--- config.mk ---
export PLATFORM = sky130hd
export DESIGN_NAME = di_initiator
export DESIGN_NICKNAME = d
export VERILOG_FILES = /design/src/rtl/di_initiator.sv
export SDC_FILE = /design/constraint.sdc
export NUM_CORES = 1
export LEC_CHECK = 0
export BUFFER_PORTS_ARGS = -buffer_cell sky130_fd_sc_hd__buf_2
export CELL_PAD_IN_SITES_DETAIL_PLACEMENT = 1
export CELL_PAD_IN_SITES_GLOBAL_PLACEMENT = 1
export CORE_ASPECT_RATIO = 1.75
export CORE_UTILIZATION = 35
export DETAILED_ROUTE_END_ITERATION = 8
export HOLD_SLACK_MARGIN = 0.12
export PLACE_DENSITY = 0.81
export SLEW_MARGIN = 20
export SYNTH_ARGS = -nofsm -noshare
export SYNTH_HDL_FRONTEND = slang
export SYNTH_SLANG_ARGS = --single-unit
--- constraint.sdc ---
create_clock -name ifclk -period 6.45 [get_ports ifclk]
set_input_delay 0.3225 -clock ifclk [delete_from_list [all_inputs] [get_ports ifclk]]
set_output_delay 0.3225 -clock ifclk [all_outputs]
set_load 0.01 [all_outputs]
--- src/rtl/di_initiator.sv ---
// di_* bus master: turns a command stream into di_* protocol transactions.
// Optional idle timeout in XFER enabled by defining DI_INITIATOR_TIMEOUT_EN.
module di_initiator #(
    parameter logic [15:0] TIMEOUT_CYCLES = 16'd4096
) (
    input  logic        ifclk,
    input  logic        resetb,
    input  logic        cmd_valid,
    output logic        cmd_ready,
    input  logic        cmd_write,
    input  logic [15:0] cmd_term,
    input  logic [31:0] cmd_addr,
    input  logic [15:0] cmd_words,
    input  logic [15:0] wr_data,
    input  logic        wr_valid,
    output logic        wr_ready,
    output logic [15:0] rd_data,
    output logic        rd_valid,
    input  logic        rd_ready,
    output logic        done,
    output logic [15:0] status,
    output logic        busy,
    output logic [15:0] di_term_addr,
    output logic [31:0] di_reg_addr,
    output logic [31:0] di_len,
    output logic        di_read_mode,
    output logic        di_read_req,
    output logic        di_read,
    output logic        di_write_mode,
    output logic        di_write,
    output logic [15:0] di_reg_datai,
    input  logic        di_read_rdy,
    input  logic        di_write_rdy,
    input  logic [15:0] di_reg_datao,
    input  logic [15:0] di_transfer_status
);
    typedef enum logic [2:0] {S_IDLE, S_SETUP, S_XFER, S_FINISH, S_DONE} state_t;

    state_t      state, state_nxt;
    logic        is_write;
    logic [15:0] remaining;
    logic        rem_nz, in_xfer, in_mode, accept, strobe, timeout_hit;

`ifdef DI_INITIATOR_TIMEOUT_EN
    logic [15:0] idle_cnt;
    logic        timed_out;

    assign timeout_hit = in_xfer && !strobe && (idle_cnt == TIMEOUT_CYCLES - 16'd1);

    always_ff @(posedge ifclk or negedge resetb) begin
        if (!resetb) begin
            idle_cnt  <= '0;
            timed_out <= 1'b0;
        end else begin
            if (!in_xfer || strobe)
                idle_cnt <= '0;
            else
                idle_cnt <= idle_cnt + 16'd1;
            if (accept)
                timed_out <= 1'b0;
            else if (timeout_hit)
                timed_out <= 1'b1;
        end
    end
`else
    // Parameter kept for drop-in compatibility; folded into a sink net.
    logic unused_timeout;
    assign unused_timeout = ^TIMEOUT_CYCLES;
    assign timeout_hit    = 1'b0;
`endif

    assign rem_nz        = (remaining != 16'd0);
    assign in_xfer       = (state == S_XFER);
    assign in_mode       = (state == S_SETUP) || in_xfer || (state == S_FINISH);
    assign cmd_ready     = resetb && (state == S_IDLE);
    assign accept        = cmd_valid && cmd_ready;
    assign busy          = (state != S_IDLE);
    assign done          = (state == S_DONE);
    assign di_write_mode = in_mode && is_write;
    assign di_read_mode  = in_mode && !is_write;
    assign di_write      = in_xfer && is_write && di_write_rdy && wr_valid && rem_nz;
    assign wr_ready      = di_write;
    assign di_reg_datai  = (in_xfer && is_write) ? wr_data : '0;
    assign di_read_req   = in_xfer && !is_write && rem_nz;
    assign di_read       = di_read_req && di_read_rdy && (!rd_valid || rd_ready);
    assign strobe        = di_write || di_read;

    always_comb begin
        state_nxt = state;
        case (state)
            S_IDLE:   if (accept) state_nxt = S_SETUP;
            S_SETUP:  state_nxt = rem_nz ? S_XFER : S_FINISH;
            // Leave on the last strobe so N words take exactly N XFER cycles.
            S_XFER:   if (timeout_hit || !rem_nz || (strobe && remaining == 16'd1))
                          state_nxt = S_FINISH;
            S_FINISH: state_nxt = S_DONE;
            S_DONE:   state_nxt = S_IDLE;
            default:  state_nxt = S_IDLE;
        endcase
    end

    always_ff @(posedge ifclk or negedge resetb) begin
        if (!resetb) begin
            state        <= S_IDLE;
            is_write     <= 1'b0;
            remaining    <= '0;
            di_term_addr <= '0;
            di_reg_addr  <= '0;
            di_len       <= '0;
            rd_valid     <= 1'b0;
            rd_data      <= '0;
            status       <= '0;
        end else begin
            state <= state_nxt;
            if (accept) begin
                is_write     <= cmd_write;
                remaining    <= cmd_words;
                di_term_addr <= cmd_term;
                di_reg_addr  <= cmd_addr;
                di_len       <= {15'b0, cmd_words, 1'b0};
            end else if (strobe) begin
                remaining <= remaining - 16'd1;
            end
            if (di_read) begin
                rd_valid <= 1'b1;
                rd_data  <= di_reg_datao;
            end else if (rd_ready) begin
                rd_valid <= 1'b0;
            end
            if (state == S_FINISH) begin
`ifdef DI_INITIATOR_TIMEOUT_EN
                status <= timed_out ? 16'hFFFE : di_transfer_status;
`else
                status <= di_transfer_status;
`endif
            end
        end
    end
endmodule

* After elaboration in Yosys (flattened, before gate mapping)
Cells that the tools add are included.
** Operators by class
- Equal/unequal tests :: 7
- Mux-type cells :: 9
- Add/sub/neg operators :: 1
- Reduce and logical (&&, ||, !) cells :: 27
** Operators by type and width (number)
- $mux 16 :: 3
- $eq 16x1->1 const B :: 1
- $reduce_bool 16->1 :: 1
- $sub 16x1->16 const B :: 1
- $logic_and 1x1->1 :: 13
- $pmux 3 s4 :: 1
- $eq 3x2->1 const B :: 2
- $mux 3 :: 2
- $logic_or 1x1->1 :: 5
- $reduce_bool 2->1 :: 2
- $eq 3x1->1 const B :: 1
- $eq 3x3->1 const B :: 1
- $logic_not 1->1 :: 3
- $logic_not 3->1 :: 1
- $mux 1 :: 3
- $reduce_bool 3->1 :: 1
- $ne 2x1->1 const B :: 1
- $ne 2x2->1 const B :: 1
- $reduce_and 2->1 :: 1
** Storage, ports and cells
- Input port bits :: 120
- Word-level logic and storage cells :: 53
- Register bits after elaboration :: 117

* Longest topological paths before layout
Gate-level depths: netlist of the first run.
- Word-level depth :: 10
- Mapped depth :: 10

* Worst setup path before layout of the first run
No wires, ideal clock.
- Path type :: reg2reg
- Start point :: register remaining[0]
- End point :: register rd_data[10]
- Cell stages (with the launch flop) :: 11
- Period minus slack after synthesis :: 2595 ps
- Setup time :: 125 ps
- Arrival :: 2470 ps
- Slack :: 3855 ps
- Data required time :: 6325 ps
- Path through :: dfrtp_1 inv_1 ha_1 nor3b_1 and4_1 clkbuf_1 nor3_1 and3b_1 buf_2 buf_2 mux2_2
** Between the ends
- Word-level cells in the longest chain between the ends :: 4
** RTL lines
- start: declaration :: line 41 : logic [15:0] remaining;
- start signal: assignment :: line 117 : remaining <= cmd_words;
- start signal: assignment :: line 122 : remaining <= remaining - 16'd1;
- $reduce_bool 16->1 :: line 72 : assign rem_nz = (remaining != 16'd0);
- $logic_and 1x1->1 :: line 84 : assign di_read_req = in_xfer && !is_write && rem_nz;
- net di_read_req :: line 27 : output logic di_read_req,
- $logic_and 1x1->1 (2 in series) :: line 85 : assign di_read = di_read_req && di_read_rdy && (!rd_valid || rd_ready);
- net di_read :: line 28 : output logic di_read,
- end signal: assignment :: line 126 : rd_data <= di_reg_datao;
- end: declaration :: line 17 : output logic [15:0] rd_data,
The timed path passes the listed nets, and every way through them passes these cells.
A chain may end at the register's enable or synchronous reset.

* Worst setup path in the final report of the first run
- Start point :: register remaining[0]
- End point :: output di_read
** Between the ends
- Word-level cells in the longest chain between the ends :: 4
** RTL lines (line)
- $reduce_bool 16->1 :: 72
- $logic_and 1x1->1 :: 84
- $logic_and 1x1->1 (2 in series) :: 85
- end: declaration :: 28
No other way between the ends.

==> results of run 1 <==
-- tightest hold or removal path: stages --
cell	delay, ns
buf_2	0.08
nand2_1	0.05
nand2_1	0.05
-- power by group through the flow --
| stage | clock network [mW] | registers [mW] | logic, mW |
|---|---|---|---|
| floorplan | 0 | 1.42 | 0.587 |
| global placement | 0 | 1.31 | 1.18 |
| detailed placement | 0 | 1.35 | 1.25 |
| CTS | 1.11 | 1.34 | 1.28 |
| global route | 1.14 | 1.39 | 1.41 |
| finish | 1.09 | 1.35 | 1.28 |
-- registers in the layout (all words and copies together) (netlist names) --
signal / count
di_len: 16
di_reg_addr: 32
di_term_addr: 16
is_write: 1
rd_data: 16
rd_valid: 1
remaining: 16
state: 3
status: 16
-- layout by cell type, fill, tap and decap left out, drive strengths merged --
| cell | count |
|---|---|
| or2 | 1 |
| diode | 1 |
| and3 | 17 |
| nor3b | 2 |
| o21a | 3 |
| nand4 | 2 |
| o211ai | 5 |
| and2 | 2 |
| o31ai | 2 |
| xnor2 | 3 |
| or3 | 8 |
| clkinv | 3 |
| dlygate4sd3 | 59 |
| nand4b | 1 |
| nand2b | 1 |
| nand3 | 10 |
| nor4 | 7 |
| nor2b | 2 |
| nand3b | 1 |
| a21oi | 3 |
| inv | 4 |
| or4 | 6 |
| o21ai | 10 |
| a21o | 1 |
| and3b | 1 |
| mux2 | 16 |
| clkbuf | 24 |
| nor3 | 4 |
| a31oi | 6 |
| xor2 | 1 |
| buf | 243 |
| and4 | 1 |
| dfrtp | 117 |
| ha | 2 |
| conb | 16 |
| or3b | 1 |
| bufinv | 6 |
| o41ai | 1 |
| nand2 | 250 |
| nor2 | 13 |
-- area by class of cell --
| type | instances | area (um2) |
|---|---|---|
| clock inverters | 8 | 194 |
| fillers | 1707 | 6370 |
| flip-flops and latches | 117 | 2930 |
| multi-input cells | 399 | 1950 |
| well taps | 177 | 221 |
| clock buffers | 24 | 482 |
| diodes | 1 | 2.50 |
| inverters | 5 | 18.8 |
| repair buffers | 302 | 1810 |
-- stage by stage --
step	power, mW	std cells	hold WS [ns]
after floorplan	2.01	569	0.0269
after global placement	2.50	941	0.375
after detailed placement	2.59	941	0.396
after CTS	3.73	1032	0.124
after global routing	3.94	1033	0.129
final	3.71	1033	0.124
-- routing by layer --
metal | share of wire (%) | track usage (%) | up-vias
li1 | - | - | 2332
met1 | 35 | 24.0 | 2454
met2 | 57 | 47.1 | 179
met3 | 4.1 | 4.85 | 43
met4 | 3.9 | 12.2 | 0
met5 | 0 | 0 | -
-- path summary, 6_finish.rpt --
path                            cells after the start              end      startpoint  slack [ns]
worst max register to register                      7       rd_data[8]    remaining[0]        3.72
max in group asynchronous                           3    remaining[11]          resetb        4.53
worst min register to register                      2   di_reg_addr[4]  di_reg_addr[4]        0.47
worst max-delay path                                7          di_read    remaining[0]        3.28
worst min-delay path                                3  di_reg_addr[24]    cmd_addr[24]        0.12
min in group asynchronous                           2   di_reg_addr[7]          resetb        0.50
-- kinds of logic after synthesis --
kind of cell / synth area share, %
AND/OR/NAND/NOR: 28.2
adder cells (fa/ha/maj): 0.493
flip-flops: 57.7
multiplexers: 3.55
other: 0.0739
XOR/XNOR: 0.691
AO/OA/AOI/OAI: 3.82
buffers and inverters: 5.40
==> metrics.md, run 1 <==
| Metric | Value |
|---|---|
| Avg Cell Area, Syn | `about 9 um2` |
| Post-DRT Antenna Nets | `0` |
| Headroom to the max-slew limit | `a little over a third` |
| Initial antenna violation count | `1` |
| Initial core utilization | `a little over a third` |
| Switching share of power | `between 30% and 40%` |
| Pin count of the biggest net entering global routing | `slightly below 90` |
| HPWL after detailed placement | `12,000 um` |
| Die extent in x | `93.0 um` |
| Overall overflow remaining after global route | `0` |
| # setup viols final | `0` |
| Worst slack after detailed placement | `3.70 ns` |
| Latest clock arrival within the worst-skew pair | `0.40 ns` |
| Lkg Pwr | `approximately 4.2 nW` |
| Share of synthesized area occupied by flip-flops and latches | `between 50% and 60%` |
| Final core occ | `~54%` |
| Register bit total from synthesis | `between 100 and 150` |
| Via density | `between 4 and 5` |
| Commonest cells post-synth | `250 x nand2_1, 117 x dfrtp_1, 25 x clkbuf_1` |
| Max Slew Vio Count | `0` |
| Critical path capture point type | `output port` |
| Area after detailed placement | `around 6300 um2` |
| Nets | `~960` |
| Most common cell in the netlist | `nand2_1` |
| Number of cells upsized or downsized after cts | `0` |
| Vertical die dimension | `161 um` |
| Clock Sinks | `around 120` |
| Internal power component | `about 2.4 mW` |
| Cell with the largest stage delay on the worst path | `and3b_1` |
| Clock Tree Buf Depth | `2` |
| Fraction of power consumed by the clock network | `29.3%` |
| Largest incremental delay on the critical path | `roughly 0.72 ns` |
| Family of cells with the greatest summed delay on the critical path | `simple AND/OR/NAND/NOR gates` |
| Switching pwr | `approximately 1.3 mW` |
| Reported max-cap violation count | `0` |
| Die Area | `15,000 um2` |
| CORE AREA | `~14,000 um2` |
| CTS tree | `yes` |
| Setup fix buffers added after clock tree synthesis | `0` |
| Post-synth top flop | `dfrtp_1` |
| Root Driver | `clkbuf_16` |
| Cell count after synthesis | `approximately 550` |
| Proportion of netlist area held by the largest area contributor | `between 50 and 60%` |
| Hold buffers post-CTS | `59` |
| Cell breakdown of the critical path | `inv_1, ha_1, nor3b_1, and4_1, nor3_1, and3b_1, buf_2` |
| Tightest Hold Check Type | `input pin to flop` |
| Final worst clock skew | `0.00867 ns` |
| Fraction of power consumed by combinational cells | `roughly a third` |
| Total standard cell area after synthesis | `5070 um2` |
| Clock-pin slew reported for the worst setup and hold paths after clock tree synthesis | `about 0.060 ns` |
| Crit path required time | `between 6 and 7 ns` |
| Share of power burned in registers | `around 36%` |
| Deepest level of the CTS H-tree | `4` |
| Final Cell Area | `between 7000 and 8000 um2` |
| Max Clock Freq | `about 320 MHz` |
| Total routed wirelength | `~18,000 um` |
| Min setup slack post-route | `3.28 ns` |
| Cell type with the largest total area after synthesis | `dfrtp_1` |
| Placer congestion estimate | `roughly 0.8` |
| Run status | `finished clean` |
| Worst EP arrival | `between 2 and 3 ns` |
| Slew @ Worst Pin | `0.968 ns` |
| Std-Cell Rows | `57` |
| Final-layout setup total negative slack | `0 ns` |
| Clock buffer count from CTS | `17` |
| Startpoint-to-endpoint class of the critical path | `flop to output port` |
| Layout overhead on the synthesized area | `50.1%` |
| Number of synthesis warnings | `0` |
| Final count of hold timing violations | `0` |
| Power Density | `roughly 490 nW/um2` |
| Post-detailed-route DRC marker count | `0` |
| Initial detailed-routing violation count | `~170` |
| RSZ-0062 raised after global routing | `no` |
| Layout cell share with drive strength beyond 1 | `approximately a third` |
| Buffers and inverters on the worst path | `2` |
| Count of cell types in the netlist | `42` |
| Ranking of synthesized cells by area | `dfrtp_1 58%, nand2_1 19%, mux2_2 3.6%` |
| Number of enable flip-flop cells after synthesis | `0` |
| I/O pin count | `about 260` |
| Post-layout min period | `roughly 3.2 ns` |
| Critical path launch point type | `flop` |
| Global routing usage summed across all routing layers | `between 20% and 30%` |
| Final period util | `49.1%` |
| Iteration count of the initial detailed-routing pass | `4` |
| Worst-path maximum fanout | `17` |
| Vias after detailed routing | `roughly 5,000` |
| Wire length per cell | `17.3 um` |
| IR drop worst, VDD | `about 0.00023 V` |
| Wire length of the first global-routing pass | `approximately 28,000 um` |
| FFs w/ async S/R, synth | `100%` |
| Buffers on Ports | `241` |
| Vias in the first global route | `5,592` |
No activity file was read; power rests on OpenSTA's default activity.
==> run 2, diff against run 1 <==
CORE_UTILIZATION = 32   (was 35)
PLACE_DENSITY = 0.75   (was 0.81)
clock period = 3.1 ns   (was 6.45 ns; I/O delays follow)
==> run 2 against run 1 <==
Compared with the run above: final area increased by 5.1%; clock power grew 76%; cell count grew 5.6%; setup slack worse by 2.9 ns; wire length increased by 2.7%; register-to-register slack worse by 3.1 ns; sequential share of layout area decreased by 1.9 points; clock-buffer cell count decreased by 5; die area grew 9.2%; first-iteration DRC count is 19% lower; worst hold slack improved by 0.021 ns; critical path type unchanged; largest power group is now combinational cells.
==> metrics.md, run 2 (synthesized netlist as in run 1, its figures left out) <==
| Metric | Value |
|---|---|
| Pin count of the biggest net entering global routing | `76` |
| Setup fix buffers added after clock tree synthesis | `0` |
| Global routing usage summed across all routing layers | `about 23%` |
| Overall overflow remaining after global route | `0` |
| Lkg Pwr | `about 4.3 nW` |
| Wire length of the first global-routing pass | `29,200 um` |
| Clock-pin slew reported for the worst setup and hold paths after clock tree synthesis | `approximately 0.060 ns` |
| Critical path launch point type | `flop` |
| Placer congestion estimate | `around 0.79` |
| Buffers on Ports | `approximately 240` |
| Cell with the largest stage delay on the worst path | `dfrtp_1` |
| Post-DRT Antenna Nets | `0` |
| Max Slew Vio Count | `0` |
| Reported max-cap violation count | `0` |
| # setup viols final | `0` |
| Antenna diode count | `0` |
| Via density | `about 4.8` |
| Post-detailed-route DRC marker count | `0` |
| RSZ-0062 raised after global routing | `no` |
| Worst-path maximum fanout | `17` |
| Vias in the first global route | `5,882` |
| Worst EP arrival | `2.57 ns` |
| Crit path required time | `between 2 and 3 ns` |
| Clock buffer count from CTS | `17` |
| CTS tree | `yes` |
| Register with the most flip-flops | `di_reg_addr` |
| Initial detailed-routing violation count | `approximately 140` |
| Root Driver | `clkbuf_16` |
| IR drop worst, VDD | `between 0.0003 and 0.0004 V` |
| Vias after detailed routing | `between 5,000 and 6,000` |
| Total routed wirelength | `roughly 18,000 um` |
| Run status | `finished clean` |
| Sequential cell area in the final layout | `2930 um2` |
| Final-layout setup total negative slack | `0 ns` |
| Critical path capture point type | `output port` |
| Die Area | `roughly 16,000 um2` |
| Final core occ | `between 50 and 60%` |
| Final period util | `87.9%` |
| Filler cell count in the final layout | `around 1,800` |
| Vertical die dimension | `between 150 and 200 um` |
| Wire length per cell | `approximately 17 um` |
| Clock Sinks | `between 100 and 150` |
| Cell breakdown of the critical path | `inv_1, ha_1, nor3b_1, and4_1, nor3_1, and3b_1, buf_4, buf_2` |
| Latest clock arrival within the worst-skew pair | `~0.41 ns` |
| Initial core utilization | `around 33%` |
| Largest incremental delay on the critical path | `0.45 ns` |
| Commonest cells after routing, fill and taps aside | `250 x nand2_1, 240 x buf_2, 117 x dfrtp_1` |
| Nets | `1,015` |
| Area of combinational cells with multiple inputs | `between 1500 and 2000 um2` |
| Startpoint of the worst register-to-register path | `state[0]` |
| Critical R2R Capture | `remaining[11]` |
| Flop2flop setup slack | `0.60 ns` |
| Slew @ Worst Pin | `roughly 0.97 ns` |
| Power Density | `936 nW/um2` |
| Tightest Hold Check Type | `input pin to async pin` |
| Deepest level of the CTS H-tree | `4` |
| Final count of hold timing violations | `0` |
| Iteration count of the initial detailed-routing pass | `4` |
| Layout cell share with drive strength beyond 1 | `33.8%` |
| Final worst clock skew | `between 0.008 and 0.009 ns` |
| Flip-flop count of the largest register, all copies and words added | `32` |
| Overall power of the completed layout | `between 7 and 8 mW` |
| Layout overhead on the synthesized area | `57.7%` |
| Startpoint-to-endpoint class of the critical path | `flop to output port` |
| Die extent in x | `slightly below 100 um` |
| HPWL after detailed placement | `roughly 12,000 um` |
| Depth of the most critical reg-to-reg path | `5` |
| Commonest non-fill, non-tap cell in the layout | `nand2_1` |
| Max Clock Freq | `between 300 and 400 MHz` |
| CORE AREA | `15,500 um2` |
| Clock Tree Buf Depth | `2` |
| Initial antenna violation count | `0` |
| Std-Cell Rows | `60` |
| Headroom to the max-slew limit | `between 30% and 40%` |
| Post-layout min period | `approximately 2.7 ns` |
| I/O pin count | `~260` |
==> run 2: changes by cell type in the layout (fill, tap and decap cells not counted), moves of 2 or more <==
cell,delta
buf_4,+10
bufinv_16,-4
clkbuf_1,-3
clkbuf_8,-2
clkinv_2,+3
clkinv_4,+3
dlygate4sd3_1,+41
==> run 2: layer usage <==
| layer | track usage, % | routed length, um | part of all wire (%) | vias up |
|---|---|---|---|---|
| li1 | - | - | - | 2436 |
| met1 | 21.6 | 6280 | 34 | 2572 |
| met2 | 45.1 | 10500 | 57 | 201 |
| met3 | 4.95 | 829 | 4.5 | 47 |
| met4 | 12.2 | 704 | 3.8 | 0 |
| met5 | 0 | 0 | 0 | - |
==> run 2: where the power goes <==
part | switching (mW) | leakage [nW] | internal, mW
clock network | 0.724 | 0.283 | 1.20
registers | 0.507 | 1.44 | 2.25
logic | 1.61 | 2.61 | 1.19
==> run 2: worst max path at each step <==
stage	startpoint	endpoint	slack, ns	cells past startpoint
finish	remaining[0]	di_read	0.37	8
global route	remaining[0]	di_read	0.20	8
CTS	remaining[0]	di_read	0.35	8
detailed placement	state[0]	remaining[11]	0.57	5
global placement	state[0]	remaining[11]	0.64	5
floorplan	remaining[0]	rd_data[10]	0.51	10
==> run 2: worst max-delay path, delay by kind of cell, from the launching register on <==
family                   cells  cell delay [ns]
buffers and inverters        3             0.48
flip-flops                   1             0.45
adder cells (fa/ha/maj)      1             0.24
AND/OR/NAND/NOR              4             0.98
==> run 2: cell type report <==
| class | instances | area share (%) |
|---|---|---|
| Clock inverter | 12 | 1.64 |
| Inverter | 5 | 0.235 |
| Timing Repair Buffer | 353 | 28.8 |
| Clock buffer | 19 | 5.54 |
| Sequential cell | 117 | 36.6 |
| Multi-Input combinational cell | 399 | 24.3 |
| Tap cell | 186 | 2.91 |
==> run 2: through the flow <==
| stage | instance area, um2 | setup slack, ns | instances | hold slack [ns] |
|---|---|---|---|---|
| finish | 8000 | 0.375 | 1091 | 0.145 |
| global route | 8000 | 0.200 | 1091 | 0.161 |
| CTS | 8000 | 0.350 | 1091 | 0.137 |
| detailed placement | 6420 | 0.574 | 960 | -0.0362 |
| global placement | 6420 | 0.644 | 960 | -0.0362 |
| floorplan | 5130 | 0.505 | 569 | -0.141 |
==> run 2: repair_timing <==
action                                 4_1_cts  5_1_grt
hold buffers                               100        0
gates resized for setup                      0        0
endpoints found under the hold margin      155        0
==> run 3, diff against run 2 <==
ABC_AREA = 1   (was unset)
PLACE_DENSITY = 0.76   (was 0.75)
==> run 3 against run 2 <==
Compared with the run above: cell count increased by 14%; combinational power increased by 11%; critical path depth increased by 1; largest cell class unchanged; the run now ends with DRC left; sequential cell count unchanged; maximum frequency increased by 12%; first-iteration DRC count decreased by 15%.
==> metrics.md, run 3 <==
| Metric | Value |
|---|---|
| Run status | `finished, violations left` |
| Failing checks | `DRC` |
| Iteration count of the initial detailed-routing pass | `6` |
| Number of synthesis warnings | `0` |
| Deepest level of the CTS H-tree | `4` |
| Register bit total from synthesis | `about 120` |
| Tightest Hold Check Type | `input pin to flop` |
| Wire length of the first global-routing pass | `approximately 30,000 um` |
| Wire length per cell | `about 15 um` |
| Via density | `approximately 4.4` |
| Cell type with the largest total area after synthesis | `dfrtp_1` |
| CORE AREA | `between 15,000 and 20,000 um2` |
| Avg Cell Area, Syn | `roughly 8 um2` |
| Critical path launch point type | `flop` |
| Root Driver | `clkbuf_16` |
| Max Slew Vio Count | `0` |
| Cell total after placement | `1,119` |
| Final Cell Area | `8210 um2` |
| Clock-pin slew reported for the worst setup and hold paths after clock tree synthesis | `roughly 0.060 ns` |
| Area after detailed placement | `6650 um2` |
| HPWL after detailed placement | `between 10,000 and 15,000 um` |
| Die extent in x | `roughly 100 um` |
| Post-layout min period | `between 2 and 2.5 ns` |
| Commonest cells after routing, fill and taps aside | `368 x nand2_1, 240 x buf_2, 117 x dfrtp_1` |
| Vertical die dimension | `about 170 um` |
| Final worst clock skew | `0.0141 ns` |
| FFs w/ async S/R, synth | `between 90% and 100%` |
| Nets | `between 1,000 and 1,500` |
| Post-DRT Antenna Nets | `0` |
| Global routing usage summed across all routing layers | `22.4%` |
| Worst hold slack after final layout | `roughly 0.22 ns` |
| Startpoint-to-endpoint class of the critical path | `flop to output port` |
| Number of enable flip-flop cells after synthesis | `0` |
| Overall power of the completed layout | `around 7.7 mW` |
| Crit path required time | `2.94 ns` |
| Register with the most flip-flops | `di_reg_addr` |
| Std-Cell Rows | `slightly above 60` |
| Slew @ Worst Pin | `just under 0.8 ns` |
| Critical path capture point type | `output port` |
| Worst EP arrival | `~2.3 ns` |
| Worst slack after detailed placement | `around 0.9 ns` |
| Commonest non-fill, non-tap cell in the layout | `nand2_1` |
| Flip-flop count of the largest register, all copies and words added | `32` |
| Post-detailed-route DRC marker count | `1` |
| Share of synthesized area occupied by flip-flops and latches | `54.9%` |
| Count of cell types in the netlist | `31` |
| Filler cell count in the final layout | `a little over 2,000` |
| Final period util | `about four fifths` |
| Power Density | `slightly above 900 nW/um2` |
| Number of cells upsized or downsized after cts | `0` |
| Placer congestion estimate | `0.793` |
| Setup fix buffers added after clock tree synthesis | `0` |
| Pin count of the biggest net entering global routing | `between 60 and 70` |
| Headroom to the max-slew limit | `47.2%` |
| Vias in the first global route | `between 6,000 and 7,000` |
| CTS tree | `yes` |
| Initial antenna violation count | `1` |
| RSZ-0062 raised after global routing | `no` |
| Layout cell share with drive strength beyond 1 | `29.6%` |
| IR drop worst, VDD | `just over 0.0004 V` |
| Buffers on Ports | `241` |
| Clock buffer count from CTS | `17` |
| Die Area | `between 15,000 and 20,000 um2` |
| Hold buffers post-CTS | `99` |
| Vias after detailed routing | `between 5,000 and 6,000` |
| Overall overflow remaining after global route | `0` |
| Total standard cell area after synthesis | `5330 um2` |
| Total routed wirelength | `~18,000 um` |
| Proportion of netlist area held by the largest area contributor | `between 50% and 60%` |
| Cell count after synthesis | `about 670` |
| Most common cell in the netlist | `nand2_1` |
| Clock Tree Buf Depth | `2` |
| Max Clock Freq | `just over 400 MHz` |
| Worst-path maximum fanout | `20` |
| Final count of hold timing violations | `0` |
| Ranking of synthesized cells by area | `dfrtp_1 55%, nand2_1 26%, buf_4 3.5%` |
| Reported max-cap violation count | `0` |
| Clock Sinks | `117` |
| Final cell count without fillers | `1,248` |
| Post-synth top flop | `dfrtp_1` |
| Latest clock arrival within the worst-skew pair | `between 0.4 and 0.5 ns` |
| I/O pin count | `approximately 260` |
| Final-layout setup total negative slack | `0 ns` |
| # setup viols final | `0` |
| Initial core utilization | `between 30% and 40%` |
| Commonest cells post-synth | `368 x nand2_1, 117 x dfrtp_1, 45 x nor2_1` |
| Layout overhead on the synthesized area | `54.0%` |
| Final core occ | `~50%` |
| Min setup slack post-route | `between 0.6 and 0.7 ns` |
| Lkg Pwr | `between 4 and 5 nW` |
| Initial detailed-routing violation count | `116` |
## run 3: cell count changes after synthesis, moves of 7 or more
cell,before,now
mux2_2,16,0
and3_1,17,0
clkbuf_1,25,4
buf_2,2,9
inv_1,4,35
or3_1,8,0
nor2_1,13,45
nand2_1,250,368
## run 3: final timing paths
path / endpoint / start / slack, ns / cells past startpoint
max: di_read / remaining[0] / 0.67 / 9
min: di_reg_addr[6] / cmd_valid / 0.22 / 4
max reg2reg: di_reg_addr[15] / state[2] / 0.90 / 8
min reg2reg: status[14] / status[14] / 0.47 / 2
max in group asynchronous: di_len[3] / resetb / 1.30 / 4
min in group asynchronous: status[6] / resetb / 0.50 / 3
## run 3: worst max-delay path: stages (launching register included)
cell	delay, ns
dfrtp_1	0.37
inv_1	0.08
ha_1	0.24
nand2_2	0.16
nor2_4	0.06
nand2_2	0.12
nand4_2	0.14
buf_4	0.25
inv_2	0.25
buf_2	0.20
## run 3: logic make-up after synthesis
logic type / Yosys count / synth area share, %
other cells: 1 / 0.0704
xor+xnor: 5 / 0.822
buf+inv: 81 / 8.10
compound gates: 25 / 2.61
fa+ha+maj: 2 / 0.470
flops: 117 / 54.9
simple gates: 441 / 33.0
## run 3: power breakdown
part / switching, mW / total, mW / internal, mW
combinational: 1.91 / 3.11 / 1.19
clock: 0.693 / 1.90 / 1.20
sequential: 0.446 / 2.67 / 2.23
total: 3.05 / 7.68 / 4.63
## run 3: layer usage
metal	GRT usage [%]	wire length [um]
met4	12.9	934
met2	41.7	10000
met5	0	0
met3	3.92	764
met1	22.9	6750
## run 3: layout make-up
type	instances	area, um2	area share, %
flip-flops and latches	117	2930	35.7
repair buffers	348	2260	27.5
multi-input cells	489	2030	24.7
clock buffers	19	453	5.52
well taps	224	280	3.41
inverters	40	150	1.83
clock inverters	10	109	1.33
diodes	1	2.50	0.0305
